### src/rtl/timer_pkg.sv
// ============================================================================
// Module  : timer_pkg
// Brief   : Shared types and constants for the timer_dev countdown peripheral.
// Rev     : 1.0 - initial release
// ============================================================================
`default_nettype none

package timer_pkg;

    typedef enum logic [1:0] {
        ST_IDLE = 2'd0,
        ST_LOAD = 2'd1,
        ST_CNT  = 2'd2,
        ST_INT  = 2'd3
    } state_t;

    localparam logic [1:0] C_ADDR_CTRL   = 2'd0;
    localparam logic [1:0] C_ADDR_PRESET = 2'd1;
    localparam logic [1:0] C_ADDR_COUNT  = 2'd2;

    localparam int C_BIT_EN      = 0;
    localparam int C_BIT_MODE_LO = 1;
    localparam int C_BIT_MODE_HI = 2;
    localparam int C_BIT_IM      = 3;

    localparam logic [1:0] C_MODE_ONESHOT = 2'b00;
    localparam logic [1:0] C_MODE_RELOAD  = 2'b01;

endpackage : timer_pkg

`default_nettype wire

### src/rtl/timer_dev_if.sv
// ============================================================================
// Module  : timer_dev_if
// Brief   : Processor-bridge register port of the timer peripheral.
// Rev     : 1.0 - initial release
// ============================================================================
`default_nettype none

interface timer_dev_if #(
    parameter int WIDTH = 32
);
    logic [1:0]       addr;
    logic             we;
    logic [WIDTH-1:0] din;
    logic [WIDTH-1:0] dout;
    logic             irq;

    modport master (
        output addr,
        output we,
        output din,
        input  dout,
        input  irq
    );

    modport slave (
        input  addr,
        input  we,
        input  din,
        output dout,
        output irq
    );
endinterface : timer_dev_if

`default_nettype wire

### src/rtl/timer_dev.sv
// ============================================================================
// Module  : timer_dev
// Brief   : Memory-mapped countdown timer with one-shot / auto-reload modes
//           and a maskable sticky interrupt. Macro TIMER_AUTORELOAD_EN enables
//           auto-reload for MODE 01.
// Rev     : 1.0 - initial release
// ============================================================================
`default_nettype none

module timer_dev
    import timer_pkg::*;
#(
    parameter int WIDTH = 32
) (
    input  logic        clk,
    input  logic        rst,
    timer_dev_if.slave  bus
);

    logic             r_en;
    logic [1:0]       r_mode;
    logic             r_im;
    logic [WIDTH-1:0] r_preset;
    logic [WIDTH-1:0] r_count;
    logic             r_pend;
    state_t           r_state;
    state_t           w_next;

    logic w_wr_ctrl;
    logic w_wr_preset;
    logic w_reload;
    logic w_load;
    logic w_dec;
    logic w_set_pend;
    logic w_hw_en_clr;

    assign w_wr_ctrl   = bus.we && (bus.addr == C_ADDR_CTRL);
    assign w_wr_preset = bus.we && (bus.addr == C_ADDR_PRESET);

`ifdef TIMER_AUTORELOAD_EN
    assign w_reload = (r_mode == C_MODE_RELOAD);
`else
    assign w_reload = 1'b0;
`endif

    always_ff @(posedge clk) begin
        if (rst) begin
            r_state <= ST_IDLE;
        end else begin
            r_state <= w_next;
        end
    end

    // Clearing EN from software aborts any active phase; COUNT is left frozen.
    always_comb begin
        w_next = r_state;
        if (!r_en) begin
            w_next = ST_IDLE;
        end else begin
            case (r_state)
                ST_IDLE: w_next = ST_LOAD;
                ST_LOAD: w_next = ST_CNT;
                ST_CNT:  w_next = (r_count == '0) ? ST_INT : ST_CNT;
                ST_INT:  w_next = w_reload ? ST_LOAD : ST_IDLE;
                default: w_next = ST_IDLE;
            endcase
        end
    end

    always_comb begin
        w_load      = 1'b0;
        w_dec       = 1'b0;
        w_set_pend  = 1'b0;
        w_hw_en_clr = 1'b0;
        if (r_en) begin
            case (r_state)
                ST_LOAD: w_load = 1'b1;
                ST_CNT: begin
                    w_dec      = (r_count != '0);
                    w_set_pend = (r_count == '0);
                end
                ST_INT:  w_hw_en_clr = !w_reload;
                default: ;
            endcase
        end
    end

    // The software CTRL write is ordered after the hardware EN clear so it wins.
    always_ff @(posedge clk) begin
        if (rst) begin
            r_en     <= 1'b0;
            r_mode   <= C_MODE_ONESHOT;
            r_im     <= 1'b0;
            r_preset <= '0;
            r_count  <= '0;
            r_pend   <= 1'b0;
        end else begin
            if (w_hw_en_clr) begin
                r_en <= 1'b0;
            end
            if (w_wr_ctrl) begin
                r_en   <= bus.din[C_BIT_EN];
                r_mode <= bus.din[C_BIT_MODE_HI:C_BIT_MODE_LO];
                r_im   <= bus.din[C_BIT_IM];
            end
            if (w_wr_preset) begin
                r_preset <= bus.din;
            end
            if (w_load) begin
                r_count <= r_preset;
            end else if (w_dec) begin
                r_count <= r_count - 1'b1;
            end
            if (w_set_pend) begin
                r_pend <= 1'b1;
            end else if (w_wr_ctrl || w_wr_preset) begin
                r_pend <= 1'b0;
            end
        end
    end

    always_comb begin
        bus.dout = '0;
        case (bus.addr)
            C_ADDR_CTRL:   bus.dout = {{(WIDTH-4){1'b0}}, r_im, r_mode, r_en};
            C_ADDR_PRESET: bus.dout = r_preset;
            C_ADDR_COUNT:  bus.dout = r_count;
            default:       bus.dout = '0;
        endcase
    end

    assign bus.irq = r_pend & r_im;

endmodule : timer_dev

`default_nettype wire
### src/flat_wrapper.sv
// flat-port wrapper written by rule: the top's interface ports become plain ports
module timer_dev_flat import timer_pkg::*;
#(
    parameter int WIDTH = 32
)
  (clk, rst, bus_addr, bus_we, bus_din, bus_dout, bus_irq);
  timer_dev_if #(.WIDTH(WIDTH)) bus_i ();
  input  logic clk;
  input  logic rst;
  input wire logic [$bits(bus_i.addr)-1:0] bus_addr;
  input wire logic [$bits(bus_i.we)-1:0] bus_we;
  input wire logic [$bits(bus_i.din)-1:0] bus_din;
  output wire logic [$bits(bus_i.dout)-1:0] bus_dout;
  output wire logic [$bits(bus_i.irq)-1:0] bus_irq;
  assign bus_i.addr = bus_addr;
  assign bus_i.we = bus_we;
  assign bus_i.din = bus_din;
  assign bus_dout = bus_i.dout;
  assign bus_irq = bus_i.irq;
  timer_dev #(.WIDTH(WIDTH)) u_core (.clk(clk), .rst(rst), .bus(bus_i));
endmodule
### config.mk
export PLATFORM = sky130hd
export DESIGN_NAME = timer_dev_flat
export DESIGN_NICKNAME = d
export VERILOG_FILES = /design/src/rtl/timer_pkg.sv /design/src/rtl/timer_dev_if.sv /design/src/rtl/timer_dev.sv /design/src/flat_wrapper.sv
export SDC_FILE = /design/constraint.sdc
export NUM_CORES = 1
export LEC_CHECK = 0
export ABC_AREA = 1
export BUFFER_PORTS_ARGS = -buffer_cell sky130_fd_sc_hd__buf_2
export CAP_MARGIN = 10
export CORE_MARGIN = 2
export CORE_UTILIZATION = 29
export CTS_BUF_LIST = sky130_fd_sc_hd__clkbuf_8
export CTS_CLUSTER_DIAMETER = 200
export DETAILED_ROUTE_END_ITERATION = 10
export PLACE_DENSITY = 0.47
export SYNTH_ARGS = -nofsm -noshare
export SYNTH_HDL_FRONTEND = slang
export SYNTH_SLANG_ARGS = --single-unit
### constraint.sdc
create_clock -name clk -period 3.5 [get_ports clk]
set_input_delay 0.7 -clock clk [delete_from_list [all_inputs] [get_ports clk]]
set_output_delay 0.7 -clock clk [all_outputs]
set_load 0.02 [all_outputs]
==> metrics.txt, run 1 <==
Clk Tree Root Cell=clkbuf_8; flops & latches, synth=slightly above 70; initial core utilization=0.293; drt wl/cell=14.1 µm; Crit path top cell by count=buf_2; critical path class=input port to output port; type of the tightest min-delay check=register to register; crit-path max cell delay=0.38 ns; Worst setup EP type=output port; via-per-instance ratio=~4.8; Synth Warn #=0; initial antenna violation count=0; Critical-path top delay cell=nand2_1; final period demand of the worst path=2.67 ns; num rows=44; Leak=2.34 nW; Final Hold Vio Count=0; Logic pwr share=0.143; Finished Cell Area=4930 µm²; Post-Syn Instances=678; CP Max Fanout=19; worst hold slack=0.471 ns; Final GP Congestion=between 0.8 and 0.9; Netlist cell types=32; clk sinks=71; Final Setup Violations=0; clock tree buffer depth=2; chip width=125 µm; Placed Area=about 4800 µm²; max-capacitance violation count=0; DRC viols=0; final max-slew violation count=0; Worst-Margin Slew=1.03 ns; most frequent cells in the layout=nand2_1, nor2_1, inv_1; Slew HR=0.310; WP data required=2.80 ns; CTS Hold Buffers Added=0; worst r2r src=u_core.r_state[1]; Levels on crit path=6; asr flop ratio synth=0; sequential share of power=0.506; clock slew at reported path FFs=about 0.070 ns; IO Count=70; Critical Path Source=bus_addr[0]; Clock Skew=0.0111 ns; post-CTS resize count=0; H-tree levels=3; later-pin clock latency in the skew report=0.37 ns; pwr/cell area=339 nW/µm²; Post-Route WL=13100 µm; hpwl dp=9690 µm; drt initial violations=roughly 250; Buf+Inv Stages, Crit Path=4; most common cell after layout, fill and taps aside=nand2_1; status=completed; Routed Antenna Nets=0; register area share after synthesis=0.337; Layout area overhead=16.9%; CP endpoint=bus_dout[3]; Post-synth EDFFs=0; RSZ-0062 raised after global routing=no; first-pass GRT wire length=21400 µm; final setup TNS=0 ns; crit path cell chain=buf_2 -> inv_1 -> nand2_1 -> buf_12 -> o221ai_1 -> buf_2; GR Util All Layers=0.173; die footprint=~16000 µm²; Vias=approximately 4400; max frequency=374 MHz; IO buf count=69; Worst R2R End=u_core.r_count[14]; Syn Area/Cell=6.22 µm²; Die Y=125 µm; share of layout cells above drive strength 1=0.153; crit-path leading delay family=buffers and inverters; antenna cell count=0; R2R setup slack=1.17 ns; Psw=0.000486 W; Syn Std Cell Area=4220 µm²; Final nets=782; drt first pass iters=4; Placeable Area=roughly 14000 µm²; Internal Pwr Total=approximately 0.0012 W; startpoint types=input port; vias in the first global route=~4200; VDD IR max=approximately 0.21 mV; Syn Nets=720; gr ovfl total=0; CTS tree=done; Post CTS Setup Buffer Count=0; final period utilization=0.763; largest net degree at the start of global routing=63; Net Sw Frac=0.291; Register-to-Register Path Depth=9; Main synth FF type=dfxtp_1; part of the power in the clock network=0.351; total CTS buffers=9; crit path DAT=1.97 ns
[cell families after synthesis]
logic type	share of synthesized area
buffers and inverters	0.107
AO/OA/AOI/OAI	0.199
flip-flops	0.337
adder cells (fa/ha/maj)	0.0148
XOR/XNOR	0.0125
AND/OR/NAND/NOR	0.330
[worst min-delay path by stage]
stage / startpoint / endpoint / slack (ns) / cells past startpoint
floorplan: u_core.r_preset[3] / u_core.r_preset[3] / 0.44 / 2
global placement: u_core.r_count[0] / u_core.r_count[0] / 0.46 / 2
detailed placement: u_core.r_preset[18] / u_core.r_preset[18] / 0.46 / 2
CTS: u_core.r_preset[28] / u_core.r_preset[28] / 0.48 / 2
global route: u_core.r_preset[25] / u_core.r_preset[25] / 0.50 / 2
finish: u_core.r_preset[8] / u_core.r_preset[8] / 0.47 / 2
[synthesized netlist by cell type, types with 6 or more instances]
master	instances	area share
clkbuf_1	21	0.019
o21ai_0	56	0.066
a21oi_2	6	0.012
o22ai_1	28	0.042
inv_1	84	0.075
dfxtp_1	71	0.34
nor2_1	99	0.088
a21oi_1	52	0.062
nand3_1	41	0.049
nand4_1	6	0.0089
nand2_1	171	0.15
[metrics by stage]
stage	total power [W]	cells	utilization	worst slack (ns)
after detailed placement	0.00110	913	0.331	0.833
after floorplan	0.00102	678	-	1.21
after global placement	0.00110	913	0.331	0.862
final	0.00167	928	0.343	0.829
after global routing	0.00176	928	0.343	0.718
after CTS	0.00171	928	0.343	0.827
[registers in the layout, indices dropped and copies added (netlist names)]
| name | flops |
|---|---|
| u_core.r_en | 1 |
| u_core.r_preset | 32 |
| u_core.r_pend | 1 |
| u_core.r_state | 2 |
| u_core.r_im | 1 |
| u_core.r_count | 32 |
| u_core.r_mode | 2 |
[power groups by stage]
stage	combinational, W	sequential [W]	clock, W
finish	0.000239	0.000844	0.000586
global route	0.000273	0.000847	0.000641
CTS	0.000243	0.000844	0.000622
detailed placement	0.000241	0.000863	0
global placement	0.000238	0.000862	0
floorplan	0.000164	0.000859	0
[layout make-up]
type,instances,area (µm²)
Fill cell,1611,9440
Tap cell,184,230
Timing Repair Buffer,81,448
Inverter,84,315
Clock inverter,5,26.3
Multi-Input combinational cell,493,2350
Clock buffer,10,138
Sequential cell,71,1420
[layer usage]
metal	track usage	wire, µm
met5	0	0
met2	0.276	5900
met4	0.0535	178
met3	0.0387	517
met1	0.232	6530
[worst reg2reg max path: stages (launching register included)]
cell	delay, ns
dfxtp_1	0.36
inv_1	0.07
ha_1	0.17
nand2_1	0.06
buf_4	0.35
inv_1	0.08
buf_4	0.26
a21oi_4	0.59
nand2_1	0.16
a21oi_2	0.17
No activity file was read; power rests on OpenSTA's default activity.
==> run 2: changes to the inputs <==
--- a/config.mk
+++ b/config.mk
@@ -5,7 +5,7 @@
 export SDC_FILE = /design/constraint.sdc
 export NUM_CORES = 1
 export LEC_CHECK = 0
-export ABC_AREA = 1
+export ABC_AREA = 0
 export BUFFER_PORTS_ARGS = -buffer_cell sky130_fd_sc_hd__buf_2
 export CAP_MARGIN = 10
 export CORE_MARGIN = 2
@@ -13,7 +13,7 @@
 export CTS_BUF_LIST = sky130_fd_sc_hd__clkbuf_8
 export CTS_CLUSTER_DIAMETER = 200
 export DETAILED_ROUTE_END_ITERATION = 10
-export PLACE_DENSITY = 0.47
+export PLACE_DENSITY = 0.49
 export SYNTH_ARGS = -nofsm -noshare
 export SYNTH_HDL_FRONTEND = slang
 export SYNTH_SLANG_ARGS = --single-unit
==> constraint.sdc (replaced) <==
create_clock -name clk -period 2.2 [get_ports clk]
set_input_delay 0.44 -clock clk [delete_from_list [all_inputs] [get_ports clk]]
set_output_delay 0.44 -clock clk [all_outputs]
set_load 0.02 [all_outputs]
==> run 2 against run 1 <==
Net effect: the flow now finishes with violations (negative setup slack); clock skew is 0.0028 ns lower; power grew 51%; clock power increased by 55%; sequential share of layout area is 1.1 points lower; combinational power up 16%; routed wire length grew 2.0%; flip-flop and latch count is the same; non-clock buffer count up 63.
==> metrics.txt, run 2 <==
final period utilization=1.10; num rows=41; Syn Std Cell Area=3800 µm²; flops & latches, synth=71; Post-Syn Instances=485; final period demand of the worst path=~2.4 ns; crit path DAT=2.73 ns; clock slew at reported path FFs=0.07 ns; CTS Hold Buffers Added=0; placed cell count=750; Slew HR=0.674; fin util=0.403; Worst-Margin Slew=about 0.49 ns; most common library cells after synthesis=nand2_1, dfxtp_1, a21oi_1; Synth Warn #=0; vias in the first global route=slightly above 4000; Post-synth EDFFs=0; GR Util All Layers=0.194; Worst setup EP type=register; CP Max Fanout=5; pre-CTS WS=-0.268 ns; Leak=about 2.1 nW; Die Y=118 µm; worst hold slack=0.300 ns; die footprint=14000 µm²; WHS Endpoint=u_core.r_preset[14]; top flop regs=u_core.r_count: 32 flops, u_core.r_preset: 32 flops; drt first pass iters=4; status=finished with violations; CTS tree=done; fillers=1357; H-tree levels=3; most common cell after layout, fill and taps aside=nand2_1; gr ovfl total=0; Placeable Area=12700 µm²; Final nets=645; Post-Route WL=~13000 µm; Final Hold Vio Count=0; Layout area overhead=34.9%; largest net degree at the start of global routing=68; WP data required=2.50 ns; Syn Nets=527; max-capacitance violation count=0; IO buf count=about 70; Final GP Congestion=0.883; pwr/cell area=491 nW/µm²; hold depth=3; HP Start=bus_din[14]; area leader, netlist=dfxtp_1; chip width=around 120 µm; Syn Area/Cell=slightly below 8 µm²; top post-synthesis cells by area=dfxtp_1, nand2_1, a22o_1, a21oi_1, clkbuf_1; later-pin clock latency in the skew report=~0.37 ns; Clock Skew=roughly 0.0084 ns; top cell type's share of synthesized area=0.374; type of the tightest min-delay check=input port to register; Register-to-Register Path Depth=7; share of layout cells above drive strength 1=0.299; R2R setup slack=-0.23 ns; Main synth FF type=dfxtp_1; critical path class=register to register; most frequent cells in the layout=nand2_1, buf_2, dfxtp_1; IO Count=70; initial antenna violation count=0; max frequency=412 MHz; total CTS buffers=9; clock tree buffer depth=2; Vias=between 4000 and 5000; Worst R2R End=u_core.r_count[14]; failing checks=negative setup slack; asr flop ratio synth=0; final max-slew violation count=0; antenna cell count=0; top-count cell post-synth=nand2_1; Netlist cell types=50; via-per-instance ratio=5.27; RSZ-0062 raised after global routing=yes; setup ws final=-0.228 ns; drt wl/cell=17.2 µm; fin cells=777; Routed Antenna Nets=0; DRC viols=0; final setup TNS=-3.98 ns; register area share after synthesis=0.374; hpwl dp=slightly above 9000 µm; first-pass GRT wire length=around 22000 µm; Final Setup Violations=28; drt initial violations=257; initial core utilization=0.299; worst r2r src=u_core.r_count[1]; startpoint types=register; Clk Tree Root Cell=clkbuf_8; clk sinks=between 70 and 80; VDD IR max=0.295 mV
## run 2: final cells by class
type | instances | area (µm²) | share of cell area
timing repair buffer | 144 | 976 | 0.190
sequential | 71 | 1420 | 0.278
tap | 172 | 215 | 0.0420
clock inverter | 3 | 13.8 | 0.00268
inverter | 9 | 33.8 | 0.00659
clock buffer | 10 | 138 | 0.0268
multi-input combinational | 368 | 2330 | 0.454
## run 2: layer usage
metal	track usage	part of all wire	wire length, µm	vias to the layer above
met5	0	0	0	-
met4	0.0580	0.014	188	0
met3	0.0545	0.056	749	12
met2	0.311	0.47	6230	111
met1	0.252	0.46	6210	1941
li1	-	-	-	2033
## run 2: how the worst max path moves through the flow
| stage | start | slack [ns] | endpoint | cells after the start |
|---|---|---|---|---|
| after global routing | u_core.r_count[1] | -0.33 | u_core.r_count[14] | 7 |
| final | u_core.r_count[1] | -0.23 | u_core.r_count[14] | 7 |
| after CTS | u_core.r_count[1] | -0.24 | u_core.r_count[14] | 7 |
| after detailed placement | u_core.r_count[1] | -0.27 | u_core.r_count[14] | 7 |
| after global placement | u_core.r_count[1] | -0.23 | u_core.r_count[14] | 7 |
| after floorplan | u_core.r_count[1] | -0.42 | u_core.r_count[14] | 9 |
## run 2: kinds of logic (layout without fill, tap and decap cells)
logic type	after synthesis	count (layout)	synth area share
AOI/OAI and AO/OA	150	150	0.267
xor gates and xnor gates	9	9	0.0207
adders and majority gates	5	5	0.0165
buffers and inverters	47	166	0.0491
DFF	71	71	0.374
muxes	9	9	0.0237
and+or+nand+nor	194	195	0.249
## run 2: through the flow
| step | power, W | area [µm²] |
|---|---|---|
| floorplan | 0.00150 | 3830 |
| global placement | 0.00163 | 4730 |
| detailed placement | 0.00163 | 4730 |
| CTS | 0.00255 | 5070 |
| global route | 0.00264 | 5130 |
| finish | 0.00252 | 5130 |
## run 2: what timing repair did
action                                  4_1_cts  5_1_grt
cloned                                        1        0
endpoints found under the setup margin       30       34
pin swaps                                    16       12
buffers inserted                             10        4
gates resized for setup                      22       12
## run 2: worst max-delay path, stage by stage (launching register included)
cell and delay, ns:
dfxtp_2 0.33, inv_2 0.07, ha_4 0.13, or3b_4 0.37
or4_4 0.55, or3_4 0.35, or4_1 0.39, a31oi_1 0.16
## run 2: where the power goes
part / switching (W) / internal [W]
clock network: 0.000495 / 0.000413
registers: 0.0000226 / 0.00131
logic: 0.000161 / 0.000117
total: 0.000678 / 0.00184
==> run 3: changes to the inputs <==
--- a/config.mk
+++ b/config.mk
@@ -8,12 +8,14 @@
 export ABC_AREA = 0
 export BUFFER_PORTS_ARGS = -buffer_cell sky130_fd_sc_hd__buf_2
 export CAP_MARGIN = 10
+export CELL_PAD_IN_SITES_DETAIL_PLACEMENT = 0
+export CELL_PAD_IN_SITES_GLOBAL_PLACEMENT = 1
 export CORE_MARGIN = 2
 export CORE_UTILIZATION = 29
 export CTS_BUF_LIST = sky130_fd_sc_hd__clkbuf_8
 export CTS_CLUSTER_DIAMETER = 200
 export DETAILED_ROUTE_END_ITERATION = 10
-export PLACE_DENSITY = 0.49
+export PLACE_DENSITY = 0.62
 export SYNTH_ARGS = -nofsm -noshare
 export SYNTH_HDL_FRONTEND = slang
 export SYNTH_SLANG_ARGS = --single-unit
==> constraint.sdc (replaced) <==
create_clock -name clk -period 2.2 [get_ports clk]
set_input_delay 0.44 -clock clk [delete_from_list [all_inputs] [get_ports clk]]
set_output_delay 0.44 -clock clk [all_outputs]
set_load 0.01 [all_outputs]
==> run 3 against run 2 <==
Net effect: the flow still finishes with violations (negative setup slack); count of clock-buffer cells in the layout down 1; critical path depth down 1; fmax down 1.9%; setup slack worse by 0.046 ns; combinational power about the same; core utilization down 0.39 points; first-iteration DRC count up 21%; non-clock buffer count down 5; clock skew up 0.0055 ns; via count up 0.56%.
==> metrics.txt, run 3 (synthesized netlist as in run 2, its figures left out) <==
status=finished with violations; failing checks=negative setup slack; crit-path leading delay family=simple AND/OR/NAND/NOR gates; Critical-path top delay cell=or4_4; clock tree buffer depth=2; CTS tree=done; Slew HR=0.656; largest net degree at the start of global routing=68; fillers=between 1000 and 1500; IO buf count=69; Critical Path Source=u_core.r_count[4]; Buf+Inv Stages, Crit Path=1; Multi-input gate area=2330 µm²; Routed Antenna Nets=0; later-pin clock latency in the skew report=between 0.3 and 0.4 ns; Net Sw Frac=0.273; clock slew at reported path FFs=0.08 ns; crit-path max cell delay=0.59 ns; Placeable Area=12700 µm²; HP Start=bus_din[11]; part of the power in the clock network=0.355; type of the tightest min-delay check=input port to register; Leak=2.10 nW; H-tree levels=3; first-pass GRT wire length=between 20000 and 25000 µm; critical path class=register to register; Final nets=about 640; share of layout cells above drive strength 1=0.291; chip width=118 µm; vias in the first global route=3949; Crit path top cell by count=or4_4; drt first pass iters=4; sequential share of power=0.534; GR Util All Layers=0.191; antenna cell count=0; CP Max Fanout=5; fin util=0.399; final period demand of the worst path=roughly 2.5 ns; pwr/cell area=491 nW/µm²; DRC viols=0; final period utilization=1.12; initial core utilization=0.299; Final Hold Vio Count=0; VDD IR max=between 0.2 and 0.25 mV; most common cell after layout, fill and taps aside=nand2_1; Final Setup Violations=23; most frequent cells in the layout=nand2_1, buf_2, dfxtp_1; die footprint=14000 µm²; Logic pwr share=0.110; total CTS buffers=9; Die Y=118 µm; drt wl/cell=between 15 and 20 µm; Vias=4120; gr ovfl total=0; Worst-Margin Slew=approximately 0.51 ns; crit path DAT=2.73 ns; worst r2r src=u_core.r_count[4]; max frequency=404 MHz; Placed Area=4720 µm²; final max-slew violation count=0; Worst setup EP type=register; Finished Cell Area=5080 µm²; Clk Tree Root Cell=clkbuf_8; Clock Skew=approximately 0.014 ns; register cell area after layout=1420 µm²; clk sinks=71; WP data required=2.45 ns; Layout area overhead=33.6%; IO Count=70; Internal Pwr Total=roughly 0.0018 W; RSZ-0062 raised after global routing=yes; setup ws final=-0.275 ns; num rows=41; startpoint types=register; max-capacitance violation count=0; via-per-instance ratio=5.32; Post-Route WL=13400 µm; hpwl dp=9350 µm; Final GP Congestion=roughly 0.84; top flop regs=u_core.r_count: 32 flops, u_core.r_preset: 32 flops; Psw=0.000680 W; crit path cell chain=or4_4 -> or4_4 -> buf_4 -> or4_1 -> o311ai_1 -> a21oi_1; initial antenna violation count=0; drt initial violations=just over 300
## run 3: changes by cell type in the layout (fill, tap and decap cells not counted), moves of 2 or more
cell,before,now
buf_6,8,4
inv_1,8,13
o21ai_2,0,2
o21ai_0,11,8
o311ai_0,2,7
o311ai_1,6,1
or4_4,4,2
## run 3: cell type report
| cell class | instances | area share |
|---|---|---|
| clock inverter | 7 | 0.00542 |
| inverter | 9 | 0.00666 |
| timing repair buffer | 139 | 0.182 |
| multi-input combinational | 367 | 0.459 |
| sequential | 71 | 0.281 |
| tap | 172 | 0.0424 |
| clock buffer | 9 | 0.0244 |
## run 3: final timing paths
check,cells after the start,endpoint,slack (ns)
worst max-delay path,6,u_core.r_count[26],-0.27
worst min-delay path,3,u_core.r_preset[11],0.30
worst max register to register,6,u_core.r_count[26],-0.27
worst min register to register,2,u_core.r_pend,0.46
## run 3: worst register-to-register path, delay by kind of cell, from the launching register on
kind / cells / cell delay [ns]
buffers and inverters: 1 / 0.17
and+or+nand+nor: 3 / 1.52
DFF: 1 / 0.33
AOI/OAI and AO/OA: 2 / 0.33
## run 3: through the flow
step	TNS (ns)	power [W]	cells	setup slack [ns]	hold slack [ns]
global placement	-3.22	0.00162	749	-0.226	0.457
detailed placement	-4.38	0.00162	749	-0.263	0.457
floorplan	-5.75	0.00150	485	-0.418	0.432
finish	-3.29	0.00249	774	-0.275	0.297
global route	-5.41	0.00260	774	-0.325	0.284
CTS	-5.13	0.00251	769	-0.254	0.284
## run 3: layer usage
metal,track usage,share of wire,up-vias
met5,0,0,-
met4,0.0632,0.015,0
met3,0.0463,0.052,15
met2,0.308,0.48,109
met1,0.252,0.46,1973
li1,-,-,2023
## run 3: power by group through the flow
stage	Combinational, W	Sequential (W)	Clock [W]
after floorplan	0.000147	0.00135	0
after global placement	0.000260	0.00136	0
after detailed placement	0.000262	0.00136	0
after CTS	0.000269	0.00133	0.000915
after global routing	0.000304	0.00133	0.000960
final	0.000275	0.00133	0.000884
## run 3: timing repair
action	4_1_cts	5_1_grt
gates cloned	1	0
setup buffers	3	5
gates resized for setup	15	16
hold buffers	0	0
pin swaps	6	14
endpoints found under the setup margin	29	33
